===== config.mk =====
export PLATFORM = sky130hd
export DESIGN_NAME = mat_row_loader
export DESIGN_NICKNAME = d
export VERILOG_FILES = /design/src/rtl/mat_row_loader_pkg.sv /design/src/rtl/mat_row_fifo.sv /design/src/rtl/mat_row_loader.sv
export SDC_FILE = /design/constraint.sdc
export NUM_CORES = 1
export LEC_CHECK = 0
export BUFFER_PORTS_ARGS = -buffer_cell sky130_fd_sc_hd__buf_2
export CELL_PAD_IN_SITES_DETAIL_PLACEMENT = 1
export CELL_PAD_IN_SITES_GLOBAL_PLACEMENT = 1
export CORE_MARGIN = 5
export CORE_UTILIZATION = 49
export DETAILED_ROUTE_END_ITERATION = 16
export PLACE_DENSITY = 0.82
export SLEW_MARGIN = 20
export SYNTH_ARGS = -nofsm -noshare
export SYNTH_HDL_FRONTEND = slang
export SYNTH_HIERARCHICAL = 1
export SYNTH_SLANG_ARGS = --single-unit

===== constraint.sdc =====
create_clock -name clock -period 16.6 [get_ports clock]
set_input_delay 4.15 -clock clock [delete_from_list [all_inputs] [get_ports clock]]
set_output_delay 4.15 -clock clock [all_outputs]
set_load 0.01 [all_outputs]

===== src/rtl/mat_row_loader_pkg.sv =====
// Shared matrix-cache types: write-port opcodes, row element encoding and the
// row loader state enum.
package mat_row_loader_pkg;

    // Each lane carries an IEEE-754 single-precision bit pattern.
    localparam int ELEM_BITS = 32;

    typedef enum logic [1:0] {
        MAT_CACHE_WRITE_NOP = 2'd0,
        MAT_CACHE_WRITE_ROW = 2'd1
    } MatCacheWriteOp_t;

    typedef enum logic [1:0] {
        LOADER_IDLE = 2'd0,
        LOADER_LOAD = 2'd1,
        LOADER_DONE = 2'd2
    } loader_state_t;

endpackage


===== src/rtl/mat_row_fifo.sv =====
// Small synchronous FIFO of row vectors; head is the oldest entry, valid
// whenever empty is low.
module mat_row_fifo
    import mat_row_loader_pkg::*;
#(
    parameter int WIDTH      = 4,
    parameter int FIFO_DEPTH = 2
) (
    input  logic                            clock,
    input  logic                            reset,
    input  logic                            push,
    input  logic                            pop,
    input  logic [WIDTH-1:0][ELEM_BITS-1:0] din,
    output logic                            full,
    output logic                            empty,
    output logic [WIDTH-1:0][ELEM_BITS-1:0] head
);

    localparam int PTR_W = (FIFO_DEPTH > 1) ? $clog2(FIFO_DEPTH) : 1;
    localparam int CNT_W = $clog2(FIFO_DEPTH + 1);

    logic [WIDTH-1:0][ELEM_BITS-1:0] mem [FIFO_DEPTH];
    logic [PTR_W-1:0] rd_ptr;
    logic [PTR_W-1:0] wr_ptr;
    logic [CNT_W-1:0] occupancy;
    logic             push_en;
    logic             pop_en;

    assign full    = (occupancy == CNT_W'(FIFO_DEPTH));
    assign empty   = (occupancy == '0);
    assign push_en = push && !full;
    assign pop_en  = pop && !empty;
    assign head    = mem[rd_ptr];

    always_ff @(posedge clock or posedge reset) begin
        if (reset) begin
            rd_ptr    <= '0;
            wr_ptr    <= '0;
            occupancy <= '0;
        end else begin
            if (push_en)
                wr_ptr <= (wr_ptr == PTR_W'(FIFO_DEPTH - 1)) ? '0 : wr_ptr + 1'b1;
            if (pop_en)
                rd_ptr <= (rd_ptr == PTR_W'(FIFO_DEPTH - 1)) ? '0 : rd_ptr + 1'b1;
            case ({push_en, pop_en})
                2'b10:   occupancy <= occupancy + 1'b1;
                2'b01:   occupancy <= occupancy - 1'b1;
                default: occupancy <= occupancy;
            endcase
        end
    end

    // NOTE: storage is deliberately left out of reset; the pointers define
    // validity, so clearing the array would only cost a reset tree.
    always_ff @(posedge clock) begin
        if (push_en)
            mem[wr_ptr] <= din;
    end

endmodule


===== src/rtl/mat_row_loader.sv =====
// Loads up to WIDTH rows of one matrix slot into the matrix cache, buffering
// the incoming row stream and owning the cache write port while busy.
module mat_row_loader
    import mat_row_loader_pkg::*;
#(
    parameter int WIDTH      = 4,
    parameter int CACHE_SIZE = 4,
    parameter int FIFO_DEPTH = 2
) (
    input  logic                               clock,
    input  logic                               reset,
    input  logic                               cmd_valid,
    output logic                               cmd_ready,
    input  logic [$clog2(CACHE_SIZE)-1:0]      cmd_addr,
    input  logic [$clog2(WIDTH)-1:0]           cmd_first,
    input  logic [$clog2(WIDTH):0]             cmd_count,
    input  logic                               row_valid,
    output logic                               row_ready,
    input  logic [WIDTH-1:0][ELEM_BITS-1:0]    row_data,
    input  logic                               hold,
    output MatCacheWriteOp_t                   write_op,
    output logic [$clog2(CACHE_SIZE)-1:0]      write_addr1,
    output logic [$clog2(WIDTH)-1:0]           write_param,
    output logic [WIDTH-1:0][ELEM_BITS-1:0]    data_in,
    output logic                               busy,
    output logic                               done
);

    localparam int AW = $clog2(CACHE_SIZE);
    localparam int PW = $clog2(WIDTH);
    localparam int CW = PW + 1;

    typedef logic [WIDTH-1:0][ELEM_BITS-1:0] row_t;

    loader_state_t state, state_next;

    logic [AW-1:0] slot_q;
    logic [PW-1:0] first_q;
    logic [PW-1:0] last_param_q;
    logic [CW-1:0] count_q;
    logic [CW-1:0] accepted_q;
    logic [CW-1:0] written_q;
    logic [CW-1:0] count_clamped;
    logic [CW-1:0] row_sum;
    logic [PW-1:0] row_param;
    row_t          fifo_head;
    row_t          last_data_q;
    logic          fifo_full;
    logic          fifo_empty;
    logic          push;
    logic          issue;
    logic          cmd_accept;

    assign count_clamped = (cmd_count > CW'(WIDTH)) ? CW'(WIDTH) : cmd_count;
    assign push          = row_valid && row_ready;
    assign cmd_accept    = cmd_valid && cmd_ready;

    // Row index wraps modulo WIDTH, so a load may start anywhere in the matrix.
    assign row_sum   = {1'b0, first_q} + written_q;
    assign row_param = (row_sum >= CW'(WIDTH)) ? PW'(row_sum - CW'(WIDTH)) : PW'(row_sum);

    mat_row_fifo #(
        .WIDTH      (WIDTH),
        .FIFO_DEPTH (FIFO_DEPTH)
    ) u_fifo (
        .clock (clock),
        .reset (reset),
        .push  (push),
        .pop   (issue),
        .din   (row_data),
        .full  (fifo_full),
        .empty (fifo_empty),
        .head  (fifo_head)
    );

    always_ff @(posedge clock or posedge reset) begin
        if (reset)
            state <= LOADER_IDLE;
        else
            state <= state_next;
    end

    // NOTE: every output of this block gets a default first, so no path
    // through the case statement can leave a signal unassigned (no latches).
    always_comb begin
        state_next = state;
        cmd_ready  = 1'b0;
        row_ready  = 1'b0;
        issue      = 1'b0;
        busy       = 1'b0;
        done       = 1'b0;
        case (state)
            LOADER_IDLE: begin
                cmd_ready = 1'b1;
                if (cmd_valid)
                    state_next = (count_clamped == '0) ? LOADER_DONE : LOADER_LOAD;
            end
            LOADER_LOAD: begin
                busy      = 1'b1;
                row_ready = !fifo_full && (accepted_q < count_q);
                issue     = !fifo_empty && !hold;
                if (issue && (written_q == count_q - CW'(1)))
                    state_next = LOADER_DONE;
            end
            LOADER_DONE: begin
                busy       = 1'b1;
                done       = 1'b1;
                state_next = LOADER_IDLE;
            end
            default: state_next = LOADER_IDLE;
        endcase
    end

    always_ff @(posedge clock or posedge reset) begin
        if (reset) begin
            slot_q       <= '0;
            first_q      <= '0;
            count_q      <= '0;
            accepted_q   <= '0;
            written_q    <= '0;
            last_param_q <= '0;
            last_data_q  <= '0;
        end else begin
            if (cmd_accept) begin
                slot_q     <= cmd_addr;
                first_q    <= cmd_first;
                count_q    <= count_clamped;
                accepted_q <= '0;
                written_q  <= '0;
            end
            if (push)
                accepted_q <= accepted_q + 1'b1;
            if (issue) begin
                written_q    <= written_q + 1'b1;
                last_param_q <= row_param;
                last_data_q  <= fifo_head;
            end
        end
    end

    // Between writes the port shows the last row written, which keeps the
    // cache-side data bus quiet.
    assign write_op    = issue ? MAT_CACHE_WRITE_ROW : MAT_CACHE_WRITE_NOP;
    assign write_addr1 = slot_q;
    assign write_param = issue ? row_param : last_param_q;
    assign data_in     = issue ? fifo_head : last_data_q;

endmodule


==> out/results.txt, run 1 <==
The number of clock sinks came out at 405. The clock reaches the later pin of the worst-skew pair after 0.53 ns. The number of DRC markers in iteration 0 was 451. The logs give 10.4k for the via count of the first global-routing pass and 0 for the global-route congestion overflow total. The instance count of the mapped netlist is 1051, and the total number of vias is 9129. The part of the power in registers is 0.435.

When the netlist entered floorplanning its net count stood at 1201. The clock-pin transition on the worst setup and hold timing paths was 0.05 ns; the setup total negative slack was 0 ns. Startpoint type of the worst setup path: an input pin. For this run, the number of Yosys warnings is 6. The tools report the worst slack after detailed placement as 5.57 ns. The count of nets left with antenna violations once routing finished came out at 0. The CTS buffer count was 42. Setup repair after global routing left no endpoint under its margin. The tools report the final number of hold-violating endpoints as 0.

Synthesized area per cell: 14.5 sq um. For the final weighted congestion of routability-driven global placement, the log shows 0.758. By area the synthesized netlist is led by sky130_fd_sc_hd__edfxtp_1 50%, sky130_fd_sc_hd__dfrtp_1 24%, sky130_fd_sc_hd__nand2_1 9.8%. The run gives 0.292 as the clock share of power.

The fraction of registers with async set/reset came out at 0.368. The synthesized design spends more area on one cell type than any other, namely sky130_fd_sc_hd__edfxtp_1. Kind of path behind the tightest hold check: flip-flop to flip-flop. Buffers inserted to repair hold after CTS numbered 0. The portion of synthesized cell area occupied by the leading cell type was 0.503; the maximum number of pins on one net before global-route repair was 94. Number of slew-limit violations in the final report: 0. The cell sitting at the root of the clock tree is a sky130_fd_sc_hd__clkbuf_16. Setup violations remaining at the end of the flow were counted as 0. Wire length per cell: 21.0 um. The first-pass GRT wire length was 58200 um; the number of instances resized during post-cts repair was 0. The flow ran to the end, and the final reports show no timing, DRC or antenna violations. Share of final-layout standard cells stronger than drive strength 1: 0.359. Summed over all nets, the switching power comes to 0.998 mW. The net count of the finished layout is 1484.

The total wirelength of the detailed-routed design is 37200 um, and the shortest period the worst path allows is 10.95 ns. The number of buffer cells added on primary ports is 276, and the cell area after synthesis is 15300 sq um. The logs give 6.80 ns for the arrival time of the worst setup path and 12.45 ns for the required time at the endpoint of the critical path. The tools report the number of I/O pins as 278. In the routed design, unresolved DRC markers number 0. The die covers 34800 sq um. The worst setup path is of the input pin to output port kind. The most used flip-flop cell after synthesis was sky130_fd_sc_hd__edfxtp_1. The synthesized design contains 405 register bits. On the final layout, the worst clock skew is 0.0168 ns.

The x dimension of the die was 187 um; the power per cell area was 174 nW/um^2. The combinational group share of total power is 0.274, and the number of distinct library cell variants in the gate-level netlist after synthesis is 33. Across the VDD grid, the largest voltage drop is 0.000116 V.

Part of the cycle the worst path needs: 0.660. Relative to the synthesized area, the layout overhead comes to 19.5%. The vertical die dimension was 187 um. The row count was 64. In the layout the commonest cells are 399 x sky130_fd_sc_hd__nand2_1, 276 x sky130_fd_sc_hd__buf_2, 256 x sky130_fd_sc_hd__edfxtp_1, 148 x sky130_fd_sc_hd__dfrtp_1, 132 x sky130_fd_sc_hd__mux2_2. The worst setup path is captured at an output port. Leaving out filler cells and counting taps, the final layout contains 1770. The initial standard-cell utilization of the core is 0.498.

Setup slack on the critical path of the routed design comes to 5.65 ns. Leaving out fill and tap cells, the most frequent cell in the layout is sky130_fd_sc_hd__nand2_1. Post-placement cell count: 1686.

Clock tree buffer depth: 3. The setup fix buffers added after clock tree synthesis is 0, and the fmax is 91.3 MHz. The switching share of total power came out at 0.314. For this design the static power due to leakage is 8.00 nW. The internal portion of the total power is 2.18 mW.

The average via count per standard cell came out at 5.16. Max-cap violation count: 0. TritonCTS built the clock tree.

The global-route usage over all layers is 0.209, and the highest fanout seen on the critical path is 77. The logs give 17 for the number of antenna violations at the first check in global routing and 0.747 for the sequential share of the synthesized area. The count of TritonRoute iterations in the first routing pass was 4. Number of flops mapped to enable cells by yosys: 256.

The tools report the worst slew margin relative to its limit as 0.306. At the pin with the least slew margin, the transition time is 1.04 ns. Detailed placement ended at an HPWL of 23200 um.

The region available for standard cell placement spans 30700 sq um. CTS built an H-tree with a depth of 2.
## synthesized netlist by cell type, types with 2 or more instances
library cell / count
sky130_fd_sc_hd__ha_1: 10
sky130_fd_sc_hd__xnor2_1: 7
sky130_fd_sc_hd__buf_2: 14
sky130_fd_sc_hd__inv_1: 13
sky130_fd_sc_hd__edfxtp_1: 256
sky130_fd_sc_hd__nand2_1: 399
sky130_fd_sc_hd__clkbuf_1: 7
sky130_fd_sc_hd__nor2_1: 5
sky130_fd_sc_hd__nand3b_1: 2
sky130_fd_sc_hd__mux2_2: 132
sky130_fd_sc_hd__a21oi_1: 4
sky130_fd_sc_hd__dfrtp_1: 149
sky130_fd_sc_hd__o21ai_1: 2
sky130_fd_sc_hd__mux2i_1: 3
sky130_fd_sc_hd__o21ai_0: 6
sky130_fd_sc_hd__nand2b_1: 2
sky130_fd_sc_hd__xor2_1: 3
sky130_fd_sc_hd__buf_4: 2
sky130_fd_sc_hd__buf_6: 21
## kinds of logic (layout without fill, tap and decap cells)
family | after synthesis | in the layout | synth area share
fa+ha+maj | 10 | 10 | 0.00819
flops | 405 | 405 | 0.747
other cells | 1 | 7 | 0.000245
mux | 135 | 135 | 0.0993
simple gates | 414 | 414 | 0.104
compound gates | 16 | 16 | 0.00688
buf+inv | 59 | 376 | 0.0273
xor+xnor | 11 | 11 | 0.00729
## power groups by stage
| stage | Clock [mW] | Combinational (mW) | Sequential [mW] |
|---|---|---|---|
| floorplan | 0 | 0.599 | 1.35 |
| CTS | 0.950 | 0.888 | 1.38 |
| finish | 0.927 | 0.870 | 1.38 |
| global placement | 0 | 0.841 | 1.38 |
| detailed placement | 0 | 0.872 | 1.40 |
| global route | 1.00 | 0.954 | 1.40 |
## area by class of cell
class | count | area [sq um]
Clock buffer | 52 | 1120
Sequential cell | 405 | 11400
Timing Repair Buffer | 284 | 1440
Antenna cell | 6 | 15.0
Tap cell | 396 | 495
Fill cell | 3025 | 12400
Multi-Input combinational cell | 587 | 3460
Inverter | 14 | 60.1
Clock inverter | 26 | 251
## final timing paths
path,startpoint,cells after the start,endpoint,slack (ns)
setup / recovery,hold,7,data_in[91],5.65
hold / removal,last_data_q[55],2,last_data_q[55],0.47
setup reg to reg,state[1],9,u_fifo/occupancy[1],12.74
hold reg to reg,last_data_q[55],2,last_data_q[55],0.47
max in group asynchronous,reset,3,last_data_q[52],11.42
min in group asynchronous,reset,2,u_fifo/occupancy[1],3.54
## worst max-delay path, stage by stage
cell,delay [ns]
sky130_fd_sc_hd__buf_2,0.10
sky130_fd_sc_hd__or3b_4,0.61
sky130_fd_sc_hd__inv_4,0.58
sky130_fd_sc_hd__buf_4,0.77
sky130_fd_sc_hd__nand2_1,0.15
sky130_fd_sc_hd__nand2_1,0.14
sky130_fd_sc_hd__buf_2,0.15
## registers in the layout (all words and copies together) (netlist names)
register,flops
accepted_q,3
u_fifo/wr_ptr,1
u_fifo/mem,256
count_q,3
u_fifo/occupancy,2
write_addr1,2
first_q,2
state,2
last_param_q,2
u_fifo/rd_ptr,1
written_q,3
last_data_q,128
## layer usage
layer,global-route usage,share of wire,vias to the layer above
met5,0,0.0037,-
met4,0.0504,0.016,24
met3,0.0663,0.071,67
met2,0.370,0.52,265
met1,0.251,0.39,4600
li1,-,-,4173
## through the flow
step	area, sq um	power [mW]	util	hold WS [ns]
finish	18300	3.18	0.595	0.465
floorplan	15300	1.95	-	0.460
global placement	16900	2.23	0.550	0.448
CTS	18200	3.22	0.595	0.469
detailed placement	16900	2.27	0.550	0.454
global route	18300	3.36	0.595	0.489
(Power assumes the default switching activity.)
==> inputs of run 2 (changes only) <==
- CORE_UTILIZATION: 49 -> 41
- PLACE_DENSITY: 0.82 -> 0.73
- clock period: 16.6 -> 9.85 ns (I/O delays scaled with it)
==> run 2 against run 1 <==
Register-to-register slack got worse by 6.4 ns. Worst hold slack worse by 0.0017 ns. Final cell count rose by 4.4%. Combinational power rose by 66%.
==> out/results.txt, run 2 (synthesis results as in run 1) <==
The flow ran to the end, and the final reports show no timing, DRC or antenna violations. Setup repair after global routing left no endpoint under its margin. The x dimension of the die was 203 um (+8.8%). STA classifies the critical path endpoint as an output port. The number of antenna violations at the first check in global routing was 14 (-3); the die area was 41200 sq um (+18%).

The fmax is 134 MHz, and the global-route usage over all layers is 0.178 (-0.0308). The run gives 36700 sq um (+20%) as the core outline area. The tools report the count of filler cells inserted in the layout as 3755 (+24%). The wire length per cell is 19.8 um (-5.7%), and the CTS H-tree depth is 2 (unchanged).

The placed wire-length estimate after detailed placement is 23000 um (-0.53%). The combined flip-flop and latch cell area was 11400 sq um (unchanged). The area added between synthesis and finish is 20.3%, and the via count of the first global-routing pass is 10.2k (-1.9%). The startpoint of the lowest-slack hold path was last_data_q[84]. The static leakage came out at 8.01 nW (+0.16%). The setup total negative slack is 0 ns (unchanged).

The class of the most critical setup path was input pin to output port. Worst slew margin relative to its limit: 0.297 (-0.00844). The tools report the worst voltage drop across the vdd grid as 0.000210 V (+82%). In the layout the commonest cells are 399 x sky130_fd_sc_hd__nand2_1, 276 x sky130_fd_sc_hd__buf_2, 256 x sky130_fd_sc_hd__edfxtp_1, 148 x sky130_fd_sc_hd__dfrtp_1, 132 x sky130_fd_sc_hd__mux2_2.

For the count of TritonRoute iterations in the first routing pass, the log shows 4 (unchanged). The run gives 0.434 (about the same) as the part of the power in registers. The run gives 3460 sq um (unchanged) as the area of the multi-input gates. The clock-pin transition on the worst setup and hold timing paths was 0.06 ns (about the same). For the clock tree buffer depth, the log shows 3 (unchanged). The part of the cycle the worst path needs was 0.760; the switching share of total power was 0.310 (-0.00340). The number of clock sinks came out at 405 (unchanged). The smallest clock period supported by the final layout is computed as 7.49 ns. Power per cell area: 291 nW/um^2 (+67%). Final number of hold-violating endpoints: 0 (unchanged). The start point of the critical path was hold. Clock latency of the later-clocked register in the worst-skew pair: 0.56 ns (+0.03 ns). DRC violation count after routing: 0 (unchanged).

The startpoint identified for the worst register-to-register timing path is count_q[1]. The logs give 0.752 (-0.84%) for the final weighted congestion of routability-driven global placement and 8992 (-1.5%) for the total number of vias. The number of I/O pins is 278 (unchanged), and the layout net count is 1486 (+0.13%). The number of DRC markers in iteration 0 came out at 417 (-7.5%). For the arrival time of the worst setup path, the log shows 5.02 ns (-1.78 ns). The library cell used most frequently in the layout, excluding fill and tap cells, is sky130_fd_sc_hd__nand2_1. The cell-internal power was 3.69 mW (+69%); the count of antenna-violating nets left after detailed routing was 0 (unchanged).

The highest fanout seen on the critical path came out at 63 (-18%). The logs give 0 (unchanged) for the number of instances resized during post-cts repair and 0.269 (-0.005) for the combinational group share of total power. The cell sitting at the root of the clock tree is a sky130_fd_sc_hd__clkbuf_16. The run gives 1.66 mW (+67%) as the switching power of the nets.

The vertical die dimension came out at 203 um (+8.8%). The required time at the endpoint of the critical path is 7.39 ns (-5.06 ns). The first-pass GRT wire length is 57700 um (-0.91%). The max-cap violation count is 0 (unchanged). The maximum number of pins on one net before global-route repair was 84 (-11%). The post-cts hold buffer count is 0 (unchanged), and the initial standard-cell utilization of the core is 0.416 (-0.0818).

The slew at the pin closest to its max-slew limit is 1.05 ns (+0.0127 ns). The tools report the number of slew-limit violations in the final report as 0 (unchanged). The startpoint type of the worst setup path was an input pin. For the setup fix buffers added after clock tree synthesis, the log shows 0 (unchanged). The min-delay analysis places its worst path in the category flip-flop to flip-flop. Clock share of power: 0.297 (+0.005). TritonCTS built the clock tree.

Flip-flop count of the largest register, all copies and words added: 256 (unchanged). The final hold slack is 0.464 ns (-0.00171 ns), and the total wirelength of the detailed-routed design is 36600 um (-1.6%). The tools report the reg-to-reg setup timing slack as 6.32 ns (-6.42 ns). Average via count per standard cell: 4.87 (-5.6%). The share of final-layout standard cells stronger than drive strength 1 was 0.357 (-0.00178); the row count was 70 (+9.4%). Number of endpoints failing setup at the final stage: 0 (unchanged).

The largest registers in the layout are u_fifo/mem (256), last_data_q (128). Global-route congestion overflow total: 0 (unchanged). The final setup skew came out at 0.0143 ns (-0.00251 ns). The endpoint identified for the worst register-to-register timing path is u_fifo/mem[1][96]. The critical path ends at data_in[8].

The depth of the worst register-to-register path was 7 (-2). The register containing the most flip-flops in the final layout was u_fifo/mem. Hold path depth: 2 (unchanged).

The number of buffer cells added on primary ports came out at 276 (unchanged). The CTS buffer count was 44 (+4.8%).
-- run 2: final cells by class --
class | instances | area share
flip-flops and latches | 405 | 0.621
well taps | 468 | 0.0319
clock buffers | 57 | 0.0648
diodes | 7 | 0.000953
multi-input cells | 587 | 0.188
inverters | 14 | 0.00327
clock inverters | 25 | 0.0113
repair buffers | 284 | 0.0784
-- run 2: power by group through the flow --
| stage | sequential (mW) | combinational, mW | clock (mW) |
|---|---|---|---|
| 2_1_floorplan | 2.28 | 1.01 | 0 |
| 3_3_place_gp | 2.34 | 1.43 | 0 |
| 3_5_place_dp | 2.36 | 1.47 | 0 |
| 4_1_cts | 2.33 | 1.48 | 1.64 |
| 5_1_grt | 2.36 | 1.61 | 1.72 |
| 6_report | 2.32 | 1.44 | 1.59 |
-- run 2: worst min path at each step --
stage / to / slack, ns
2_1_floorplan: u_fifo/wr_ptr / 0.46
4_1_cts: last_data_q[124] / 0.47
5_1_grt: last_data_q[124] / 0.49
6_report: last_data_q[84] / 0.46
3_3_place_gp: last_data_q[119] / 0.45
3_5_place_dp: last_data_q[124] / 0.45
-- run 2: through the flow --
stage | power [mW] | std cells | setup slack (ns) | utilization | area [sq um]
final | 5.35 | 1847 | 2.36 | 0.501 | 18400
after global routing | 5.69 | 1840 | 2.11 | 0.500 | 18400
after CTS | 5.45 | 1840 | 2.31 | 0.500 | 18400
after detailed placement | 3.82 | 1758 | 2.31 | 0.462 | 17000
after global placement | 3.77 | 1758 | 2.38 | 0.462 | 17000
after floorplan | 3.29 | 1051 | 1.01 | - | 15300
-- run 2: worst max-delay path, cell delays in order --
cell	delay (ns)
sky130_fd_sc_hd__buf_2	0.10
sky130_fd_sc_hd__or3b_4	0.67
sky130_fd_sc_hd__inv_4	0.69
sky130_fd_sc_hd__buf_4	0.57
sky130_fd_sc_hd__nand2_1	0.19
sky130_fd_sc_hd__nand2_1	0.13
sky130_fd_sc_hd__buf_2	0.14
-- run 2: metal layers --
layer  up-vias  track usage  wire length [um]
met5         -            0               103
met4        16       0.0467               622
met3        61       0.0549              2380
met2       215        0.301             17700
met1      4522        0.226             15800
li1       4178            -                 -
==> inputs of run 3 (changes only) <==
- clock period: 9.85 -> 6.5 ns (I/O delays scaled with it)
==> run 3 against run 2 <==
Combinational power increased by 53%. Highest routed layer unchanged. Worst setup slack got worse by 0.86 ns. Largest power group unchanged. Sequential cell count unchanged.
==> out/results.txt, run 3 (synthesis results as in run 1) <==
The DRC violation count after routing is 0 (unchanged), and the setup total negative slack is 0 ns (unchanged). The tools report the worst slack after detailed placement as 1.48 ns (-0.835 ns). The run gives 1845 (-0.11%) as the number of standard cells in the layout, taps in and fillers out. The highest metal layer used by the detailed router is met5. The number of buffer cells added on primary ports was 276 (unchanged). The number of clock sinks was 405 (unchanged); the shortest period the worst path allows was 5.00 ns. The run gives 3.37 ns (-1.65 ns) as the arrival time of the worst setup path.

The number of DRC markers in iteration 0 came out at 441 (+5.8%). The core outline area is 36700 sq um (unchanged). The run gives 0 (unchanged) as the max-cap violation count. The vertical die dimension came out at 203 um (unchanged). The reg-to-reg setup timing slack was 3.44 ns (-2.88 ns); the number of antenna violations at the first check in global routing was 10 (-4).

The highest fanout seen on the critical path was 46 (-27%). For the placed wire-length estimate after detailed placement, the log shows 23200 um (+0.66%). The run gives 3786 (+0.83%) as the count of filler cells inserted in the layout.

The tools report the clock latency of the later-clocked register in the worst-skew pair as 0.55 ns (about the same). The logs give 3460 sq um (unchanged) for the area of the multi-input gates and 0 (unchanged) for the setup fix buffers added after clock tree synthesis. For the CTS H-tree depth, the log shows 2 (unchanged).

The register containing the most flip-flops in the final layout was u_fifo/mem. The total number of vias was 8977 (-0.17%). The tools report the startpoint type of the worst setup path as an input pin. For the number of endpoints failing setup at the final stage, the log shows 0 (unchanged).

TritonCTS built the clock tree. The run gives 9967 (-2.0%) as the via count of the first global-routing pass. The slew at the pin closest to its max-slew limit is 0.954 ns (-0.100 ns), and the first-pass GRT wire length is 56900 um (-1.5%). The tools report the CTS buffer count as 44 (unchanged). The flow ran to the end, and the final reports show no timing, DRC or antenna violations.

The combined flip-flop and latch cell area is 11400 sq um (unchanged), and the wire length per cell is 19.7 um (-0.77%). The logs give 8.10 mW (+51%) for the total power and 36300 um (-0.88%) for the total wirelength of the detailed-routed design. The run gives 0 (unchanged) as the count of antenna-violating nets left after detailed routing. The part of the cycle the worst path needs is 0.769. For the initial standard-cell utilization of the core, the log shows 0.416 (unchanged).

The global-route usage over all layers was 0.175 (-0.00312). The number of slew-limit violations in the final report came out at 0 (unchanged). For the worst slew margin relative to its limit, the log shows 0.364 (+0.0667). The tools report the worst reg2reg path startpoint as count_q[1]. The logs give 0.0123 ns (-0.00201 ns) for the final setup skew and 0 (unchanged) for the final number of hold-violating endpoints. Row count: 70 (unchanged).

The run gives 4 (unchanged) as the count of TritonRoute iterations in the first routing pass. Met1 layer wirelength in the final routing: 15600 um (-1.4%). The global-route congestion overflow total came out at 0 (unchanged). The static leakage is 8.04 nW (+0.32%). The worst hold path terminates at last_data_q[16]. The tools report the worst voltage drop across the vdd grid as 0.000268 V (+28%). The worst hold path begins at last_data_q[16].

For this run, the top clock speed supported by timing is 200 MHz. The number of instances resized during post-cts repair was 0 (unchanged); the final hold slack was 0.466 ns (+0.00211 ns). The flip-flop count of the largest register, all copies and words added is 256 (unchanged), and the die area is 41200 sq um (unchanged). The class of the most critical setup path was input pin to output port. The required time at the endpoint of the critical path was 4.88 ns (-2.51 ns); the average via count per standard cell was 4.87 (about the same). The post-cts hold buffer count was 0 (unchanged). In the final layout, the registers with the most flip-flops are u_fifo/mem (256), last_data_q (128). Setup repair after global routing left no endpoint under its margin. The clock-pin transition on the worst setup and hold timing paths was 0.06 ns (about the same). For the number of I/O pins, the log shows 278 (unchanged). The maximum number of pins on one net before global-route repair came out at 71 (-15%).

The library cell used most frequently in the layout, excluding fill and tap cells, is sky130_fd_sc_hd__nand2_1. In the layout the commonest cells are 399 x sky130_fd_sc_hd__nand2_1, 276 x sky130_fd_sc_hd__buf_2, 256 x sky130_fd_sc_hd__edfxtp_1, 148 x sky130_fd_sc_hd__dfrtp_1, 132 x sky130_fd_sc_hd__mux2_2. Kind of path behind the tightest hold check: flip-flop to flip-flop. The tools report the routed length on met2 as 17700 um (+0.20%).

Kind of capture point of the worst setup path: an output port. The hold path depth is 2 (unchanged), and the final weighted congestion of routability-driven global placement is 0.738 (-1.8%). The endpoint identified for the worst register-to-register timing path is u_fifo/mem[0][40]. The share of final-layout standard cells stronger than drive strength 1 was 0.356 (-0.00151).

The run gives 1763 (+0.28%) as the post-placement cell count. The tree is rooted in a sky130_fd_sc_hd__clkbuf_16. The layout net count is 1491 (+0.34%). The power per cell area was 440 nW/um^2 (+51%); the wire length on met3 was 2180 um (-8.6%). The depth of the worst register-to-register path was 8 (+1). The clock tree buffer depth is 3 (unchanged). The area added between synthesis and finish is 20.6%. The x dimension of the die was 203 um (unchanged); the final worst slack was 1.50 ns (-0.861 ns).
## run 3: changes by cell type in the layout (fill, tap and decap cells not counted), sizes merged
cell      change
clkinv        -6
clkbuf       +10
inv           -2
diode         -5
buf           +5
clkinvlp      -2
bufinv        -2
## run 3: layout make-up
type | count | share of cell area
clock buffer | 67 | 0.0705
inverter | 14 | 0.00326
multi-input combinational | 587 | 0.188
antenna | 2 | 0.000272
sequential | 405 | 0.620
timing repair buffer | 289 | 0.0823
clock inverter | 13 | 0.00455
tap | 468 | 0.0318
## run 3: power breakdown
group          switching (mW)  total, mW  internal (mW)
logic                    1.29       2.21          0.920
clock network           0.977       2.39           1.41
registers               0.237       3.51           3.27
total                    2.50       8.10           5.60
## run 3: critical path, stage by stage
cell and delay [ns]:
sky130_fd_sc_hd__buf_2 0.10, sky130_fd_sc_hd__or3b_4 0.41, sky130_fd_sc_hd__inv_4 0.43, sky130_fd_sc_hd__buf_4 0.42, sky130_fd_sc_hd__nand2_1 0.11, sky130_fd_sc_hd__nand2_1 0.10, sky130_fd_sc_hd__buf_2 0.14
## run 3: worst max-delay path by stage
stage,slack [ns],startpoint,end
after detailed placement,1.48,hold,data_in[49]
after floorplan,0.66,row_valid,u_fifo/mem[0][0]
after CTS,1.45,hold,data_in[67]
final,1.50,hold,data_in[67]
after global placement,1.49,hold,data_in[107]
after global routing,1.36,hold,data_in[74]
## run 3: metal layers
layer	vias to the layer above	global-route usage
li1	4182	-
met1	4487	0.226
met2	222	0.295
met3	68	0.0481
met4	18	0.0472
met5	-	0
## run 3: through the flow
stage                      util  instance area [sq um]
after floorplan               -                  15300
after global placement    0.464                  17000
after detailed placement  0.464                  17000
after CTS                 0.502                  18400
after global routing      0.502                  18400
final                     0.502                  18400
